**src/rtl/snake_position_if.sv**
```systemverilog
// Bundle between the snake position unit and its driver.
// Inputs are control strobes; outputs carry the packed body.
interface snake_position_if;
  logic         refresh_tick;
  logic         dir_valid;
  logic [1:0]   dir_in;
  logic         grow;
  logic         halt;
  logic [659:0] position;
  logic [5:0]   length;
  logic         move_tick;

  modport master (
    output refresh_tick, dir_valid, dir_in, grow, halt,
    input  position, length, move_tick
  );

  modport slave (
    input  refresh_tick, dir_valid, dir_in, grow, halt,
    output position, length, move_tick
  );
endinterface

```
**src/rtl/snake_position.sv**
```systemverilog
// Snake head/body coordinate store: steps, wraps and grows
// the snake once every MOVE_DIV refresh ticks.
module snake_position #(
  parameter int STEP     = 10,
  parameter int H_MAX    = 640,
  parameter int V_MAX    = 480,
  parameter int MOVE_DIV = 4,
  parameter int INIT_X   = 320,
  parameter int INIT_Y   = 240,
  parameter int INIT_LEN = 3
) (
  input logic             clk,
  input logic             reset,
  snake_position_if.slave bus
);
  localparam int N  = 33;
  localparam int CW = (MOVE_DIV > 1) ? $clog2(MOVE_DIV) : 1;
  localparam logic [CW-1:0] LAST = CW'(MOVE_DIV - 1);
  localparam logic [1:0] UP = 2'd0;
  localparam logic [1:0] DN = 2'd1;
  localparam logic [1:0] LF = 2'd2;
  localparam logic [1:0] RT = 2'd3;

  logic [9:0]    r_x [N];
  logic [9:0]    r_y [N];
  logic [5:0]    r_len;
  logic [1:0]    r_cur;
  logic [1:0]    r_nxt;
  logic [CW-1:0] r_cnt;
  logic          r_gp;
  logic          r_moved;
  logic          r_mt;

  logic          w_move;
  logic          w_grow;
  logic          w_rev;
  logic [10:0]   w_sx;
  logic [10:0]   w_sy;
  logic [9:0]    w_hx;
  logic [9:0]    w_hy;
  logic [659:0]  w_pos;

  assign w_move = bus.refresh_tick & ~bus.halt & (r_cnt == LAST);
  assign w_grow = (r_gp | bus.grow) & (r_len < 6'd33);
  // opposite directions share bit 1 and differ in bit 0
  assign w_rev  = (bus.dir_in[1] == r_cur[1]) &
                  (bus.dir_in[0] != r_cur[0]);

  always_comb begin
    w_sx = {1'b0, r_x[0]} + 11'(STEP);
    w_sy = {1'b0, r_y[0]} + 11'(STEP);
    w_hx = r_x[0];
    w_hy = r_y[0];
    unique case (r_nxt)
      UP: w_hy = (r_y[0] == 10'd0) ? 10'(V_MAX - STEP)
                                   : r_y[0] - 10'(STEP);
      DN: w_hy = (w_sy >= 11'(V_MAX)) ? 10'd0 : w_sy[9:0];
      LF: w_hx = (r_x[0] == 10'd0) ? 10'(H_MAX - STEP)
                                   : r_x[0] - 10'(STEP);
      RT: w_hx = (w_sx >= 11'(H_MAX)) ? 10'd0 : w_sx[9:0];
    endcase
  end

  always_ff @(posedge clk) begin
    if (reset) begin
      for (int k = 0; k < N; k++) begin
        r_x[k] <= (k < INIT_LEN) ? 10'(INIT_X - k * STEP) : 10'd0;
        r_y[k] <= (k < INIT_LEN) ? 10'(INIT_Y) : 10'd0;
      end
      r_len   <= 6'(INIT_LEN);
      r_cur   <= RT;
      r_nxt   <= RT;
      r_cnt   <= '0;
      r_gp    <= 1'b0;
      r_moved <= 1'b0;
      r_mt    <= 1'b0;
    end else begin
      r_moved <= w_move;
      r_mt    <= r_moved;
      if (bus.dir_valid && !w_rev)
        r_nxt <= bus.dir_in;
      if (bus.refresh_tick && !bus.halt)
        r_cnt <= w_move ? '0 : r_cnt + CW'(1);
      if (w_move) begin
        r_cur  <= r_nxt;
        r_gp   <= 1'b0;
        r_x[0] <= w_hx;
        r_y[0] <= w_hy;
        // the slot just past the old tail is dropped unless growing
        for (int k = 1; k < N; k++) begin
          if (6'(k) == r_len && !w_grow) begin
            r_x[k] <= 10'd0;
            r_y[k] <= 10'd0;
          end else begin
            r_x[k] <= r_x[k-1];
            r_y[k] <= r_y[k-1];
          end
        end
        if (w_grow)
          r_len <= r_len + 6'd1;
      end else if (bus.grow) begin
        r_gp <= 1'b1;
      end
    end
  end

  always_comb begin
    w_pos = '0;
    for (int k = 0; k < N; k++)
      w_pos[659 - 20*k -: 20] = {r_x[k], r_y[k]};
  end

  assign bus.position  = w_pos;
  assign bus.length    = r_len;
  assign bus.move_tick = r_mt;
endmodule
```
**src/flat_wrapper.sv**
```systemverilog
// flat-port wrapper written by rule: the top's interface ports become plain ports
module snake_position_flat 
#(
  parameter int STEP     = 10,
  parameter int H_MAX    = 640,
  parameter int V_MAX    = 480,
  parameter int MOVE_DIV = 4,
  parameter int INIT_X   = 320,
  parameter int INIT_Y   = 240,
  parameter int INIT_LEN = 3
)
  (clk, reset, bus_refresh_tick, bus_dir_valid, bus_dir_in, bus_grow, bus_halt, bus_position, bus_length, bus_move_tick);
  snake_position_if bus_i ();
  input logic clk;
  input logic reset;
  input wire logic [$bits(bus_i.refresh_tick)-1:0] bus_refresh_tick;
  input wire logic [$bits(bus_i.dir_valid)-1:0] bus_dir_valid;
  input wire logic [$bits(bus_i.dir_in)-1:0] bus_dir_in;
  input wire logic [$bits(bus_i.grow)-1:0] bus_grow;
  input wire logic [$bits(bus_i.halt)-1:0] bus_halt;
  output wire logic [$bits(bus_i.position)-1:0] bus_position;
  output wire logic [$bits(bus_i.length)-1:0] bus_length;
  output wire logic [$bits(bus_i.move_tick)-1:0] bus_move_tick;
  assign bus_i.refresh_tick = bus_refresh_tick;
  assign bus_i.dir_valid = bus_dir_valid;
  assign bus_i.dir_in = bus_dir_in;
  assign bus_i.grow = bus_grow;
  assign bus_i.halt = bus_halt;
  assign bus_position = bus_i.position;
  assign bus_length = bus_i.length;
  assign bus_move_tick = bus_i.move_tick;
  snake_position #(.STEP(STEP), .H_MAX(H_MAX), .V_MAX(V_MAX), .MOVE_DIV(MOVE_DIV), .INIT_X(INIT_X), .INIT_Y(INIT_Y), .INIT_LEN(INIT_LEN)) u_core (.clk(clk), .reset(reset), .bus(bus_i));
endmodule
```
**config.mk**
```make
export PLATFORM = sky130hd
export DESIGN_NAME = snake_position_flat
export DESIGN_NICKNAME = d
export VERILOG_FILES = /design/src/rtl/snake_position_if.sv /design/src/rtl/snake_position.sv /design/src/flat_wrapper.sv
export SDC_FILE = /design/constraint.sdc
export NUM_CORES = 1
export LEC_CHECK = 0
export ABC_AREA = 0
export BUFFER_PORTS_ARGS = -buffer_cell sky130_fd_sc_hd__buf_2
export CAP_MARGIN = 20
export CORE_AREA = 2 2 266 268
export CTS_CLUSTER_SIZE = 30
export DETAILED_ROUTE_END_ITERATION = 12
export DIE_AREA = 0 0 268 270
export SETUP_SLACK_MARGIN = 0.2
export SYNTH_ARGS = -nofsm -noshare
export SYNTH_HDL_FRONTEND = slang
export SYNTH_SLANG_ARGS = --single-unit
```
**constraint.sdc**
```tcl
create_clock -name clk -period 33.5 [get_ports clk]
set_clock_uncertainty 0.1 [all_clocks]
set_input_delay 1.675 -clock clk [delete_from_list [all_inputs] [get_ports clk]]
set_output_delay 1.675 -clock clk [all_outputs]
set_load 0.05 [all_outputs]
```
==> results of run 1 <==
[per-layer routing]
metal | track usage [%] | wire, microns
met5 | 0 | 0
met4 | 7.45 | 2420
met3 | 7.14 | 7380
met2 | 33.6 | 35800
met1 | 21.8 | 27000
[Yosys cell counts, types with 13 or more instances]
library cell and count:
a21oi_1 45, and2_1 546, and3_1 21, buf_4 66, clkbuf_1 54, dfxtp_1 15, edfxtp_1 594, nand2_1 54
nor2_1 29, nor3_1 13, o21ai_0 16, xor2_1 13
[sequential cells by signal, summed over array words and instances, names as in the netlist]
name / flops
u_core.r_gp: 1
u_core.r_nxt: 2
u_core.bus.length: 6
u_core.r_moved: 1
u_core.r_x: 297
u_core.r_cur: 2
u_core.r_y: 297
u_core.r_cnt: 2
u_core.bus.move_tick: 1
[worst max path at each step]
stage / to / slack, ns / startpoint / depth (start not counted)
2_1_floorplan: u_core.r_x[10][1]$_SDFFCE_PN0P_ / 17.37 / reset / 1
3_3_place_gp: u_core.r_y[30][2]$_SDFFCE_PN0P_ / 28.48 / bus_halt / 5
6_report: u_core.r_x[29][9]$_SDFFCE_PN0P_ / 28.95 / bus_halt / 5
5_1_grt: u_core.r_x[29][9]$_SDFFCE_PN0P_ / 28.78 / bus_halt / 5
3_5_place_dp: u_core.r_y[31][2]$_SDFFCE_PN0P_ / 28.37 / bus_halt / 5
4_1_cts: u_core.r_y[31][2]$_SDFFCE_PN0P_ / 29.01 / bus_halt / 5
[final cells by class]
cell class | count | area [sq um] | area share, %
diodes | 1 | 2.50 | 0.00829
well taps | 940 | 1180 | 3.89
clock inverters | 36 | 254 | 0.841
clock buffers | 79 | 1740 | 5.77
repair buffers | 634 | 3280 | 10.9
flip-flops and latches | 609 | 18100 | 60.1
multi-input cells | 906 | 5560 | 18.4
inverters | 12 | 45.0 | 0.149
[where the power goes]
group          total, mW  switching, mW  internal [mW]  leakage (nW)
logic              0.157          0.136         0.0208          5.49
clock network      0.686          0.303          0.383         0.979
registers          0.877         0.0182          0.859          6.17
total               1.72          0.457           1.26          12.6
[kinds of logic after synthesis]
logic type | share of synthesized area [%]
simple gates | 17.5
mux | 0.124
buf+inv | 3.33
fa+ha+maj | 0.518
flops | 75.1
compound gates | 2.53
xor+xnor | 0.834
other cells | 0.0155
[per-stage QoR]
| step | hold WS [ns] | area (sq um) | setup WS [ns] |
|---|---|---|---|
| 2_1_floorplan | 0.314 | 24400 | 17.37 |
| 3_3_place_gp | 0.333 | 28200 | 28.48 |
| 3_5_place_dp | 0.336 | 28200 | 28.37 |
| 4_1_cts | 0.352 | 30200 | 29.01 |
| 5_1_grt | 0.356 | 30200 | 28.78 |
| 6_report | 0.345 | 30200 | 28.95 |
==> impl_metrics.yaml, run 1 <==
yosys:
  syn-cell-area_sq_um: 24100
  yosys_warnings: 0
  synth.yosys.seq_area_share_pct: 75.1
  netlist_instances: 1592
  synth_top_cell_by_area: "edfxtp_1"
  synth.top_cell.area_share_pct: 73.9
  synth.distinct_cells: 59
  ys_ff_latch: 609
  avgSynthCellArea_sq_um: 15.2
  synthArstFlopShare_pct: 0
  synth-edff-count: 594
  synthFlopType: "edfxtp_1"
  synthTopCellsByArea: "edfxtp_1 (74%), and2_1 (14%), buf_4 (2.1%)"
power_and_ir_drop:
  p_per_area_nw_per_um2: 57.0
  max-vdd-ir-drop_v: 0.0000348
  p_total_mw: 1.72
  leakagePower_nw: 12.6
outcome:
  status: "completed"
routing:
  drt-total-wl_microns: 72700
  firstDrtPassIters: 5
  routed_via_density: 4.71
  first_iter_violations: 1401
  antenna_left: 0
  vias: 15100
  drc_errors: 0
  detail_route.wl_per_cell_microns: 22.6
setup_path:
  crit_path_end_kind: "flip-flop"
  crit_family: "buffers and inverters"
  worst_path_max_delay_cell: "buf_12"
  r2r_cells: 5
  cpPeakStageDelay_ns: 0.78
  worst-path-buf-inv: 3
  critPathLaunchType: "input pin"
  r2r-start: "u_core.r_cnt[0]$_SDFFE_PP0P_"
  critical_path_class: "input pin to flip-flop"
  crit_chain: "buf_2 > nand3b_1 > nand2b_4 > buf_4 > buf_12"
  crit_required_ns: 33.59
  rr_endpoint: "u_core.r_x[29][9]$_SDFFCE_PN0P_"
  crit_fanout: 219
  r2r_slack_ns: 29.57
  crit_arrival_ns: 4.65
clock_network:
  cts_htree_levels: 3
  cts_resized: 0
  cts_setup_buffers: 0
  insertion_delay_ns: 0.59
  cts.sinks: 609
  hold_buffers: 0
  cts_buffers: 68
  root_buffer: "clkbuf_16"
  clkTransAtPathRegs_ns: 0.06
  cts_buffer_depth: 3
  cts_tree: "yes"
sta:
  period_share_pct: 13.6
  tightestPinTransition_ns: 1.25
  hold_violations: 0
  setup_viol: 0
  maxSlewViolCount: 0
  fmax_mhz: 220
  rsz0062_at_grt: "false"
  setup_tns_ns: 0
  fin_crit_ns: 4.56
  relSlewSlack_pct: 16.3
floorplanning:
  dieArea_sq_um: 72400
  rows: 97
  coreArea_sq_um: 69500
  die_w_microns: 268
  initial_core_util_pct: 34.7
  pin_count: 675
  die_h_microns: 270
grt:
  grt_max_degree: 220
  antenna_found_initial: 1
  grt_first_pass_wirelength_microns: 103000
  overflow: 0
  track_usage_pct: 19.5
  grt_pass1_vias: 15200
flow_run:
  drv_cap: 0
final_layout:
  final_cell_mix: "buf_2 (608), edfxtp_1 (594), and2_1 (546)"
  layout_commonest_cell: "buf_2"
  nFillCells: 6463
  fin_cells: 3217
  area_growth_pct: 25.1
  nets: 2249
  drive_above_1_share_pct: 33.5
  final_util_pct: 43.4
worst_hold_path:
  hold_path.startpoint: "u_core.r_moved$_SDFF_PP0_"
  min_path_type: "flip-flop to flip-flop"
  hold_path_end: "u_core.bus.move_tick$_SDFF_PP0_"
  hold_depth: 1
placed_design:
  finalWeightedCongestion: 0.919
  placedCellCount: 3098
  dp_hpwl_microns: 53900
  port_buffers: 608
(Power assumes the default switching activity.)
==> run 2: changes to the inputs <==
Settings changed: ABC_AREA 0 to 1, CORE_AREA 2 2 266 268 to 2 2 263 265, DIE_AREA 0 0 268 270 to 0 0 265 267.
Clock period 33.5 ns to 4.6 ns, I/O delays scaled along.
==> run 2 against run 1 <==
Combinational power rose to 8.4 times the previous value. Design area rose by 3.1%. Largest power group unchanged. Clock-buffer cell count is 2 higher. Highest routed layer unchanged. Via count increased by 11%. Utilization is 2.4 points higher. Total power rose to 7.5 times the previous value. Critical path depth is 1 higher. Register-to-register slack got worse by 28 ns. Synthesized area increased by 4.0%.
==> impl_metrics.yaml, run 2 <==
grt:
  grt_max_degree: 107
  antenna_found_initial: 0
  overflow: 0
  grt_pass1_vias: 16300
  grt_first_pass_wirelength_microns: 105000
  track_usage_pct: 19.9
floorplanning:
  die_w_microns: 265
  rows: 96
  initial_core_util_pct: 36.9
  pin_count: 675
  dieArea_sq_um: 70800
  die_h_microns: 267
  coreArea_sq_um: 68000
clock_network:
  cts.sinks: 609
  cts_htree_levels: 3
  insertion_delay_ns: 0.60
  cts_buffer_depth: 3
  root_buffer: "clkbuf_16"
  cts_tree: "yes"
  clkTransAtPathRegs_ns: 0.06
  cts_resized: 0
  cts_setup_buffers: 0
  hold_buffers: 11
  cts_buffers: 67
setup_path:
  crit_fanout: 30
  crit_path_end_kind: "flip-flop"
  crit_required_ns: 4.93
  critPathLaunchType: "flip-flop"
  crit_arrival_ns: 2.88
  critical_path_class: "flip-flop to flip-flop"
routing:
  first_iter_violations: 1378
  vias: 16800
  highest_layer: "met4"
  drc_errors: 0
  routed_via_density: 4.41
  met1_length_microns: 27900
  drt-total-wl_microns: 73200
  detail_route.wl_per_cell_microns: 19.3
  firstDrtPassIters: 5
  route.met3.wl_microns: 7070
  met2_length_microns: 36300
  antenna_left: 0
power_and_ir_drop:
  seq_power_share_pct: 49.8
  internal_power_mw: 9.38
  power_frac_comb_pct: 10.2
  p_sw_share_pct: 27.2
  p_per_area_nw_per_um2: 414
  leakagePower_nw: 14.1
  clockPowerShare_pct: 40.0
  max-vdd-ir-drop_v: 0.000259
  switching_power_mw: 3.51
yosys:
  avgSynthCellArea_sq_um: 11.4
  ys_ff_latch: 609
  syn-cell-area_sq_um: 25100
  synthArstFlopShare_pct: 0
  synth_top_cell_by_area: "edfxtp_1"
  synth-edff-count: 594
  synth.yosys.seq_area_share_pct: 72.2
  netlist_instances: 2208
  synth.distinct_cells: 36
  yosysMostFrequentCell: "nor2_1"
  ys_top_cells_by_count: "nor2_1 (609), inv_1 (600), edfxtp_1 (594)"
  yosys_warnings: 0
  synthFlopType: "edfxtp_1"
  synth.top_cell.area_share_pct: 71.0
  synthTopCellsByArea: "edfxtp_1 (71%), nor2_1 (9.1%), inv_1 (9.0%)"
sta:
  period_share_pct: 55.4
  rsz0062_at_grt: "false"
  relSlewSlack_pct: 35.2
  hold_ws_ns: 0.303
  hold_violations: 0
  fmax_mhz: 393
  maxSlewViolCount: 0
  setup_tns_ns: 0
  fin_crit_ns: 2.55
  tightestPinTransition_ns: 0.972
  setup_viol: 0
placed_design:
  finalWeightedCongestion: 0.884
  dp_hpwl_microns: 54700
  port_buffers: 608
flow_run:
  drv_cap: 0
final_layout:
  drive_above_1_share_pct: 26.5
  area_growth_pct: 23.9
  final_cell_mix: "nor2_1 (609), buf_2 (608), inv_1 (600)"
  layout_commonest_cell: "nor2_1"
  nets: 2884
worst_hold_path:
  min_path_type: "flip-flop to flip-flop"
outcome:
  status: "completed"
## run 2: cell count changes in the layout (fill, tap and decap cells not counted), moves of 10 or more
cell,before,now
and2_1,546,0
nand3_1,7,26
and3_1,21,0
nand2_2,0,14
buf_4,22,5
dlygate4sd3_1,0,11
o21ai_2,0,10
inv_1,12,600
o21ai_4,0,10
nand2_1,54,105
nor2_1,29,609
a21oi_2,19,0
## run 2: critical path: stages (launching register included)
cell and delay, ns:
dfxtp_1 0.36, ha_1 0.23, nand2_4 0.13, nor2_4 0.60, buf_12 0.34, nand2_2 0.34, nor2_1 0.21
## run 2: power by group through the flow
stage | registers [mW] | logic, mW | clock network (mW)
after floorplan | 7.19 | 0.366 | 0
after global placement | 6.53 | 1.32 | 0
after detailed placement | 6.53 | 1.32 | 0
after CTS | 6.42 | 1.33 | 5.28
after global routing | 6.43 | 1.38 | 5.48
final | 6.42 | 1.32 | 5.16
## run 2: metrics by stage
step           worst slack [ns]  instance area [sq um]  cells  util (%)  power, mW
6_report                   2.05                  31100   3800      45.8       12.9
5_1_grt                    1.94                  31100   3799      45.8       13.3
4_1_cts                    2.02                  31100   3799      45.8       13.0
3_5_place_dp               2.04                  28900   3668      42.6       7.85
3_3_place_gp               2.10                  28900   3668      42.6       7.85
2_1_floorplan              1.24                  25400   2273         -       7.55
## run 2: logic make-up (layout without fill, tap and decap cells)
family,Yosys count,in the layout,synth area share (%)
adder cells (fa/ha/maj),10,10,0.498
other,1,67,0.0149
buffers and inverters,714,1358,12.1
AND/OR/NAND/NOR,785,785,12.5
XOR/XNOR,14,14,0.488
flip-flops,609,609,72.2
AO/OA/AOI/OAI,75,75,2.25
## run 2: worst paths after layout
| kind | from | to | depth (start not counted) | slack [ns] |
|---|---|---|---|---|
| setup / recovery | u_core.r_cnt[0]$_SDFFE_PP0P_ | u_core.r_y[19][7]$_SDFFCE_PN0P_ | 6 | 2.05 |
| setup reg to reg | u_core.r_cnt[0]$_SDFFE_PP0P_ | u_core.r_y[19][7]$_SDFFCE_PN0P_ | 6 | 2.05 |
| hold / removal | u_core.r_moved$_SDFF_PP0_ | u_core.bus.move_tick$_SDFF_PP0_ | 2 | 0.30 |
| hold reg to reg | u_core.r_moved$_SDFF_PP0_ | u_core.bus.move_tick$_SDFF_PP0_ | 2 | 0.30 |
## run 2: cell type report
class | count | area, sq um
clock buffer | 81 | 1760
fill | 6373 | 36900
antenna | 1 | 2.50
inverter | 607 | 2280
sequential | 609 | 18100
timing repair buffer | 631 | 3330
multi-input combinational | 950 | 4200
clock inverter | 39 | 308
tap | 882 | 1100
## run 2: layer usage
layer | vias to the layer above | global-route usage (%)
met5 | - | 0
met1 | 8005 | 22.8
li1 | 7994 | -
met3 | 113 | 7.61
met2 | 660 | 34.5
met4 | 0 | 5.94
==> run 3: changes to the inputs <==
Settings changed: CORE_AREA 2 2 263 265 to 2 2 261 263, DIE_AREA 0 0 265 267 to 0 0 263 265.
Clock period 4.6 ns to 2.24 ns, I/O delays scaled along.
==> run 3 against run 2 <==
Die area down 1.5%. Largest cell class unchanged. Cell count up 1.1%. Critical path type unchanged. Clock power increased by 110%. Highest routed layer unchanged. Maximum frequency grew 31%. Worst setup slack got worse by 1.8 ns.
==> impl_metrics.yaml, run 3 (synthesized netlist as in run 2, its figures left out) <==
outcome:
  status: "completed"
grt:
  grt_first_pass_wirelength_microns: 108000
  overflow: 0
  grt_max_degree: 77
  antenna_found_initial: 0
  track_usage_pct: 20.7
  grt_pass1_vias: 17100
worst_hold_path:
  min_path_type: "input pin to flip-flop"
  hold_depth: 3
routing:
  detail_route.wl_per_cell_microns: 19.2
  drc_errors: 0
  firstDrtPassIters: 5
  met2_length_microns: 36500
  drt-total-wl_microns: 73900
  first_iter_violations: 1557
  routed_via_density: 4.47
  highest_layer: "met4"
  met1_length_microns: 27600
  route.met3.wl_microns: 7280
  vias: 17200
  antenna_left: 0
power_and_ir_drop:
  p_per_area_nw_per_um2: 844
  switching_power_mw: 7.21
  seq_power_share_pct: 48.8
  p_sw_share_pct: 26.8
  leakagePower_nw: 14.5
  power_frac_comb_pct: 10.4
  clockPowerShare_pct: 40.8
  max-vdd-ir-drop_v: 0.000617
  internal_power_mw: 19.7
clock_network:
  cts_buffers: 68
  cts_htree_levels: 3
  cts_buffer_depth: 3
  cts.sinks: 609
  insertion_delay_ns: 0.60
  clkTransAtPathRegs_ns: 0.06
  root_buffer: "clkbuf_16"
  cts_tree: "yes"
floorplanning:
  initial_core_util_pct: 37.6
  coreArea_sq_um: 66800
  die_h_microns: 265
  die_w_microns: 263
  pin_count: 675
  rows: 95
  dieArea_sq_um: 69700
final_layout:
  final_util_pct: 47.8
  final_cell_mix: "buf_2 (608), nor2_1 (607), inv_1 (598)"
  nets: 2935
  layout_commonest_cell: "buf_2"
  area_growth_pct: 27.1
  insertedDiodeCount: 0
  drive_above_1_share_pct: 28.7
  fin_cells: 3840
setup_path:
  critPathLaunchType: "flip-flop"
  critical_path_class: "flip-flop to flip-flop"
  r2r_slack_ns: 0.29
  crit_path_start: "u_core.r_x[0][5]$_SDFFCE_PP0P_"
  crit_required_ns: 2.50
  crit_fanout: 8
  r2r-start: "u_core.r_x[0][5]$_SDFFCE_PP0P_"
  cp-endpoint: "u_core.r_x[0][9]$_SDFFCE_PP0P_"
  rr_endpoint: "u_core.r_x[0][9]$_SDFFCE_PP0P_"
  crit_path_end_kind: "flip-flop"
  r2r_cells: 8
  crit_arrival_ns: 2.21
flow_run:
  drv_cap: 0
sta:
  relSlewSlack_pct: 62.4
  worst_slack_ns: 0.295
  hold_violations: 0
  fmax_mhz: 514
  setup_viol: 0
  setup_tns_ns: 0
  maxSlewViolCount: 0
  fin_crit_ns: 1.95
  rsz0062_at_grt: "true"
  period_share_pct: 86.8
  tightestPinTransition_ns: 0.561
placed_design:
  pre_cts_ws_ns: 0.182
  finalWeightedCongestion: 0.908
  dp_hpwl_microns: 55800
  port_buffers: 608
  placedCellCount: 3704
[run 3: cell count changes in the layout (fill, tap and decap cells not counted), sizes merged]
cell	change
buf	+51
bufinv	+2
clkbuf	+3
clkinv	-2
clkinvlp	+2
diode	-1
dlygate4sd3	-1
inv	-5
[run 3: cell type report]
| cell class | instances | area, sq um |
|---|---|---|
| Multi-Input combinational cell | 950 | 4330 |
| Sequential cell | 609 | 18200 |
| Inverter | 607 | 2280 |
| Fill cell | 6230 | 34900 |
| Tap cell | 873 | 1090 |
| Clock buffer | 84 | 1830 |
| Timing Repair Buffer | 681 | 3890 |
| Clock inverter | 36 | 353 |
[run 3: repair_timing]
item / CTS / global route
setup endpoints to repair: 0 / 76
buffers inserted: 0 / 6
hold buffers: 10 / 0
gates resized for setup: 0 / 22
hold endpoints to repair: 15 / 0
[run 3: worst min path at each step]
| stage | start | endpoint | slack (ns) |
|---|---|---|---|
| 2_1_floorplan | reset | u_core.bus.length[4]$_SDFFE_PP0P_ | 0.07 |
| 3_3_place_gp | bus_dir_in[1] | u_core.r_nxt[1]$_SDFFE_PP1P_ | 0.24 |
| 3_5_place_dp | bus_dir_in[1] | u_core.r_nxt[1]$_SDFFE_PP1P_ | 0.26 |
| 4_1_cts | reset | u_core.bus.length[5]$_SDFFE_PP0P_ | 0.22 |
| 5_1_grt | reset | u_core.bus.length[4]$_SDFFE_PP0P_ | 0.26 |
| 6_report | reset | u_core.bus.length[4]$_SDFFE_PP0P_ | 0.26 |
[run 3: metal layers]
layer / global-route usage, % / vias to the layer above
met5: 0 / -
met4: 7.27 / 0
met3: 7.90 / 119
met2: 35.2 / 712
met1: 23.9 / 8233
li1: - / 8087
[run 3: metrics by stage]
stage / cell area [sq um] / power, mW / hold WS [ns]
floorplan: 25400 / 15.5 / 0.0737
finish: 31900 / 26.9 / 0.265
global placement: 29500 / 16.2 / 0.245
detailed placement: 29500 / 16.2 / 0.261
CTS: 31800 / 27.2 / 0.223
global route: 31900 / 27.8 / 0.258
[run 3: power groups by stage]
| stage | sequential (mW) | combinational, mW | clock [mW] |
|---|---|---|---|
| after CTS | 13.2 | 2.79 | 11.2 |
| after floorplan | 14.8 | 0.755 | 0 |
| after global placement | 13.4 | 2.77 | 0 |
| after global routing | 13.2 | 2.92 | 11.7 |
| final | 13.2 | 2.80 | 11.0 |
| after detailed placement | 13.4 | 2.77 | 0 |
[run 3: critical path: stages, from the launching register on]
cell and delay [ns]:
edfxtp_1 0.52, nor2_2 0.24, nand3_1 0.16, nor2_1 0.27, a21oi_1 0.11, nor2_1 0.10
nor2_1 0.05, nor2_1 0.10, nor2_1 0.06
